### src/rtl/msk_frame_sync.sv
`default_nettype none
// ============================================================================
// msk_frame_sync : error-tolerant sync-word search and MSB-first payload packer
// Optional feature macro: FRAME_SYNC_INV_EN (also accept the inverted sync word)
// Revision: 1.0
// ============================================================================
module msk_frame_sync #(
  parameter logic [31:0] SYNC_WORD   = 32'h1ACF_FC1D,
  parameter int          SYNC_LEN    = 32,
  parameter int          MAX_ERR     = 2,
  parameter int          FRAME_BYTES = 64
) (
  input  logic        clk,
  input  logic        reset_n,
  input  logic        bit_in,
  input  logic        bit_val,
  output logic [7:0]  byte_out,
  output logic        byte_val,
  output logic        sof,
  output logic        eof,
  output logic        locked,
  output logic        inverted,
  output logic [15:0] frame_cnt
);

  localparam int                  BCW       = (FRAME_BYTES > 1) ? $clog2(FRAME_BYTES) : 1;
  localparam int                  CW        = $clog2(SYNC_LEN + 1);
  localparam logic [BCW-1:0]      LAST_BYTE = BCW'(FRAME_BYTES - 1);
  localparam logic [CW-1:0]       SL_C      = CW'(SYNC_LEN);
  localparam logic [CW-1:0]       ERR_C     = CW'(MAX_ERR);
  localparam logic [SYNC_LEN-1:0] PATTERN   = SYNC_WORD[SYNC_LEN-1:0];

  typedef enum logic [0:0] {
    SEARCH  = 1'b0,
    PAYLOAD = 1'b1
  } state_t;

  state_t              state;
  // Only SYNC_LEN-1 history bits are kept: the oldest bit falls out on the next shift.
  logic [SYNC_LEN-2:0] sreg;
  logic [SYNC_LEN-1:0] nsreg;
  logic [SYNC_LEN-1:0] diff;
  logic [CW-1:0]       fill;
  logic [CW-1:0]       err_cnt;
  logic [2:0]          bit_cnt;
  logic [BCW-1:0]      byte_cnt;
  logic [7:0]          acc;
  logic [7:0]          acc_next;
  logic                fill_ok;
  logic                true_match;
  logic                inv_match;
  logic                match;

  always_comb begin
    nsreg   = {sreg, bit_in};
    diff    = nsreg ^ PATTERN;
    err_cnt = '0;
    for (int i = 0; i < SYNC_LEN; i++) begin
      err_cnt = err_cnt + CW'(diff[i]);
    end
  end

  assign fill_ok    = (fill >= CW'(SYNC_LEN - 1));
  assign true_match = (err_cnt <= ERR_C);
  assign match      = fill_ok & (true_match | inv_match);
  assign acc_next   = {acc[6:0], bit_in ^ inverted};

`ifdef FRAME_SYNC_INV_EN
  // Distance of ~nsreg from the pattern is the complement of the true distance.
  assign inv_match = ((SL_C - err_cnt) <= ERR_C);

  always_ff @(posedge clk or negedge reset_n) begin
    if (!reset_n) begin
      inverted <= 1'b0;
    end else if (bit_val && (state == SEARCH) && match) begin
      inverted <= ~true_match;
    end
  end
`else
  assign inv_match = 1'b0;
  assign inverted  = 1'b0;
`endif

  always_ff @(posedge clk or negedge reset_n) begin
    if (!reset_n) begin
      state     <= SEARCH;
      sreg      <= '0;
      fill      <= '0;
      bit_cnt   <= '0;
      byte_cnt  <= '0;
      acc       <= '0;
      byte_out  <= '0;
      byte_val  <= 1'b0;
      sof       <= 1'b0;
      eof       <= 1'b0;
      locked    <= 1'b0;
      frame_cnt <= '0;
    end else begin
      byte_val <= 1'b0;
      sof      <= 1'b0;
      eof      <= 1'b0;
      if (bit_val) begin
        case (state)
          SEARCH: begin
            sreg <= nsreg[SYNC_LEN-2:0];
            if (fill != SL_C) begin
              fill <= fill + CW'(1);
            end
            if (match) begin
              state    <= PAYLOAD;
              locked   <= 1'b1;
              bit_cnt  <= '0;
              byte_cnt <= '0;
            end
          end
          PAYLOAD: begin
            acc     <= acc_next;
            bit_cnt <= bit_cnt + 3'd1;
            if (bit_cnt == 3'd7) begin
              byte_out <= acc_next;
              byte_val <= 1'b1;
              sof      <= (byte_cnt == '0);
              if (byte_cnt == LAST_BYTE) begin
                eof       <= 1'b1;
                frame_cnt <= frame_cnt + 16'd1;
                state     <= SEARCH;
                locked    <= 1'b0;
                fill      <= '0;
              end else begin
                byte_cnt <= byte_cnt + BCW'(1);
              end
            end
          end
          default: state <= SEARCH;
        endcase
      end
    end
  end

endmodule
`default_nettype wire

### config.mk
export PLATFORM = sky130hd
export DESIGN_NAME = msk_frame_sync
export DESIGN_NICKNAME = d
export VERILOG_FILES = /design/src/rtl/msk_frame_sync.sv
export SDC_FILE = /design/constraint.sdc
export NUM_CORES = 1
export LEC_CHECK = 0
export CORE_MARGIN = 2
export CORE_UTILIZATION = 50
export CTS_CLUSTER_SIZE = 24
export DETAILED_ROUTE_END_ITERATION = 10
export DONT_BUFFER_PORTS = 1
export HOLD_SLACK_MARGIN = 0.12
export PLACE_DENSITY_LB_ADDON = 0.15
export REMOVE_ABC_BUFFERS = 1
export SLEW_MARGIN = 40
export SYNTH_ARGS = -nofsm -noshare
export SYNTH_HDL_FRONTEND = slang
export SYNTH_SLANG_ARGS = --single-unit
export TNS_END_PERCENT = 20
### constraint.sdc
create_clock -name clk -period 14.95 [get_ports clk]
set_input_delay 1.495 -clock clk [delete_from_list [all_inputs] [get_ports clk]]
set_output_delay 1.495 -clock clk [all_outputs]
set_load 0.02 [all_outputs]
==> results_dict.tcl <==
set metrics [dict create \
    vias_per_cell 5.31 \
    relSlewSlack_pct 66.0 \
    fin_crit_ps 5900 \
    fp.dieW_um 96.4 \
    slew_violations 0 \
    netlist_instances 400 \
    clock_latency_ps 350 \
    cts_sinks 82 \
    cts_buffers 9 \
    post-route-drc-count 0 \
    maxCapViolCount 0 \
    rows 33 \
    antenna_cells 0 \
    syn2layout_area_growth_pct 6.65 \
    fin_tns_setup_ps 0 \
    fillerInstances 732 \
    cts_resized 0 \
    clockBufferDepth 2 \
    hold_viol_final 0 \
    outcome "completed" \
    grt_usage_pct 18.7 \
    cts_tree "yes" \
    worstSetupStartpointType "primary input" \
    cp_max_fo 8 \
    crit_required_ps 15170 \
    dieArea_um2 9300 \
    antenna_found_initial 0 \
    place.port_buffers 0 \
    worst_slew_pin_slew_ps 510 \
    grt_max_degree 83 \
    die-height_um 96.4 \
    rsz0062_at_grt "false" \
    end_kind "flip-flop" \
    arrival_ps 6130 \
    syn_avg_cell_area_um2 10.7 \
    synth-seq-cells 82 \
    final.setup_skew_ps 8.78 \
    clockRootBuffer "clkbuf_8" \
    drtIter0Drc 94 \
    grt_pass1_wl_um 13100 \
    dp.cells 494 \
    crit_type "primary input to flip-flop" \
    routed-wl-met3_um 266 \
    place_congestion 0.812 \
    synth_largest_area_cell "dfrtp_1" \
    grt_overflow_total 0 \
    synth_top_area_share_pct 48.1 \
    rrSetupSlack_ps 9670 \
    synth_cell_type_count 45 \
    max_clock_freq_mhz 169 \
    yosys_warnings 0 \
    holdBufCountCts 0 \
    setup-violations-final 0 \
    timing.hold.ws_ps 498 \
    met2_wirelength_um 3680 \
    core_um2 8260 \
    highest_layer "met4" \
    post_cts_buffers 0 \
    totalWireLength_um 7620 \
    htreeDepth 3 \
    nets 442 \
    vias 2690 \
    start_util_pct 51.7 \
    m1WireLength_um 3500 \
    yosysSeqAreaShare_pct 48.1 \
    final_cells 507 \
    clkTransAtPathRegs_ps 80 \
    hpwl_um 5470 \
    postRouteAntennaNets 0 \
    drt_first_pass_iters 5 \
    syn-cell-area_um2 4270 \
    ioPinCount 33 \
    period_share_pct 39.5 \
    wl_per_cell_um 15.0 \
    ys_top_cells_by_area "dfrtp_1 (48%), fa_1 (11%), nand2_1 (5.7%)" \
    hold_class "flip-flop to flip-flop" \
    drive_above_1_share_pct 9.70 \
    first_global_vias 2741 \
]
==> cells in the final DEF, fill, tap and decap left out, drive strengths merged, types with 5 or more instances in the layout <==
cell	netlist	routed
xor2	9	9
mux2	16	16
nand2	65	65
inv	55	55
nand3	17	17
clkbuf	8	9
nor3	8	8
a21oi	5	5
nand4	6	6
xnor2	8	8
dfrtp	82	82
fa	24	24
o21ai	28	28
nor2	10	10
ha	14	14
nand2b	7	7
==> kinds of logic after synthesis <==
family          Yosys count  synth area share (%)
fa+ha+maj                38                  15.4
compound gates           47                  6.68
mux                      18                  4.69
other cells               1                0.0878
xor+xnor                 17                  3.49
flops                    82                  48.1
simple gates            130                  15.6
buf+inv                  67                  6.09
==> cells in the mapped netlist, drive strengths merged <==
master,n
a2111oi,1
a21o,2
a21oi,5
a311oi,2
a31oi,2
a41oi,1
and3,3
and4,4
buf,4
clkbuf,8
conb,1
dfrtp,82
fa,24
ha,14
inv,55
mux2,16
mux2i,2
nand2,65
nand2b,7
nand3,17
nand3b,1
nand4,6
nor2,10
nor2b,1
nor3,8
nor4,4
o21ai,28
o2bb2ai,1
o311ai,2
o31a,1
o31ai,1
o32ai,1
or3,3
or4b,1
xnor2,8
xor2,9
==> flip-flops by register name (all words and copies together) (netlist names) <==
signal	cells
frame_cnt	16
byte_cnt	6
sreg	31
bit_cnt	3
locked	1
eof	1
fill	6
state	1
acc	7
sof	1
byte_out	8
byte_val	1
==> path summary, 6_finish.rpt <==
| path | startpoint | end | cells past startpoint |
|---|---|---|---|
| max reg2reg | sreg[0] | byte_cnt[4] | 17 |
| min | sreg[13] | sreg[14] | 2 |
| min reg2reg | sreg[13] | sreg[14] | 2 |
| max in group asynchronous | reset_n | sreg[4] | 0 |
| max | bit_in | byte_cnt[4] | 16 |
| min in group asynchronous | reset_n | frame_cnt[13] | 0 |
==> layer usage <==
| metal | GRT usage [%] | vias up |
|---|---|---|
| li1 | - | 1313 |
| met1 | 24.1 | 1313 |
| met2 | 30.7 | 50 |
| met3 | 4.34 | 14 |
| met4 | 7.51 | 0 |
| met5 | 0 | - |
==> area by class of cell <==
type / instances / area [um2] / share of cell area [%]
Sequential cell: 82 / 2050 / 45.1
Multi-Input combinational cell: 251 / 1960 / 43.1
Inverter: 55 / 206 / 4.53
Tap cell: 105 / 131 / 2.88
Clock buffer: 9 / 124 / 2.72
Clock inverter: 4 / 70.1 / 1.54
Timing Repair Buffer: 1 / 7.51 / 0.165
==> worst max-delay path, cell delays in order <==
cell	delay [ps]
fa_1	550
fa_1	440
fa_1	490
inv_1	50
fa_1	470
fa_1	510
inv_1	50
fa_1	430
inv_1	70
ha_1	150
inv_1	50
fa_1	460
nand2b_1	90
nand3_1	140
nor4_4	530
o32ai_1	150
==> metrics by stage <==
stage / util (%) / instance area (um2) / setup slack (ps)
6_report: 55.2 / 4550 / 9050
5_1_grt: 55.2 / 4550 / 8780
4_1_cts: 55.2 / 4550 / 9030
3_5_place_dp: 52.8 / 4360 / 8640
3_3_place_gp: 52.8 / 4360 / 8740
2_1_floorplan: - / 4220 / 8920
Power is not shown: default switching activity piles up to over one toggle a cycle in this logic, so the estimate is an artifact.
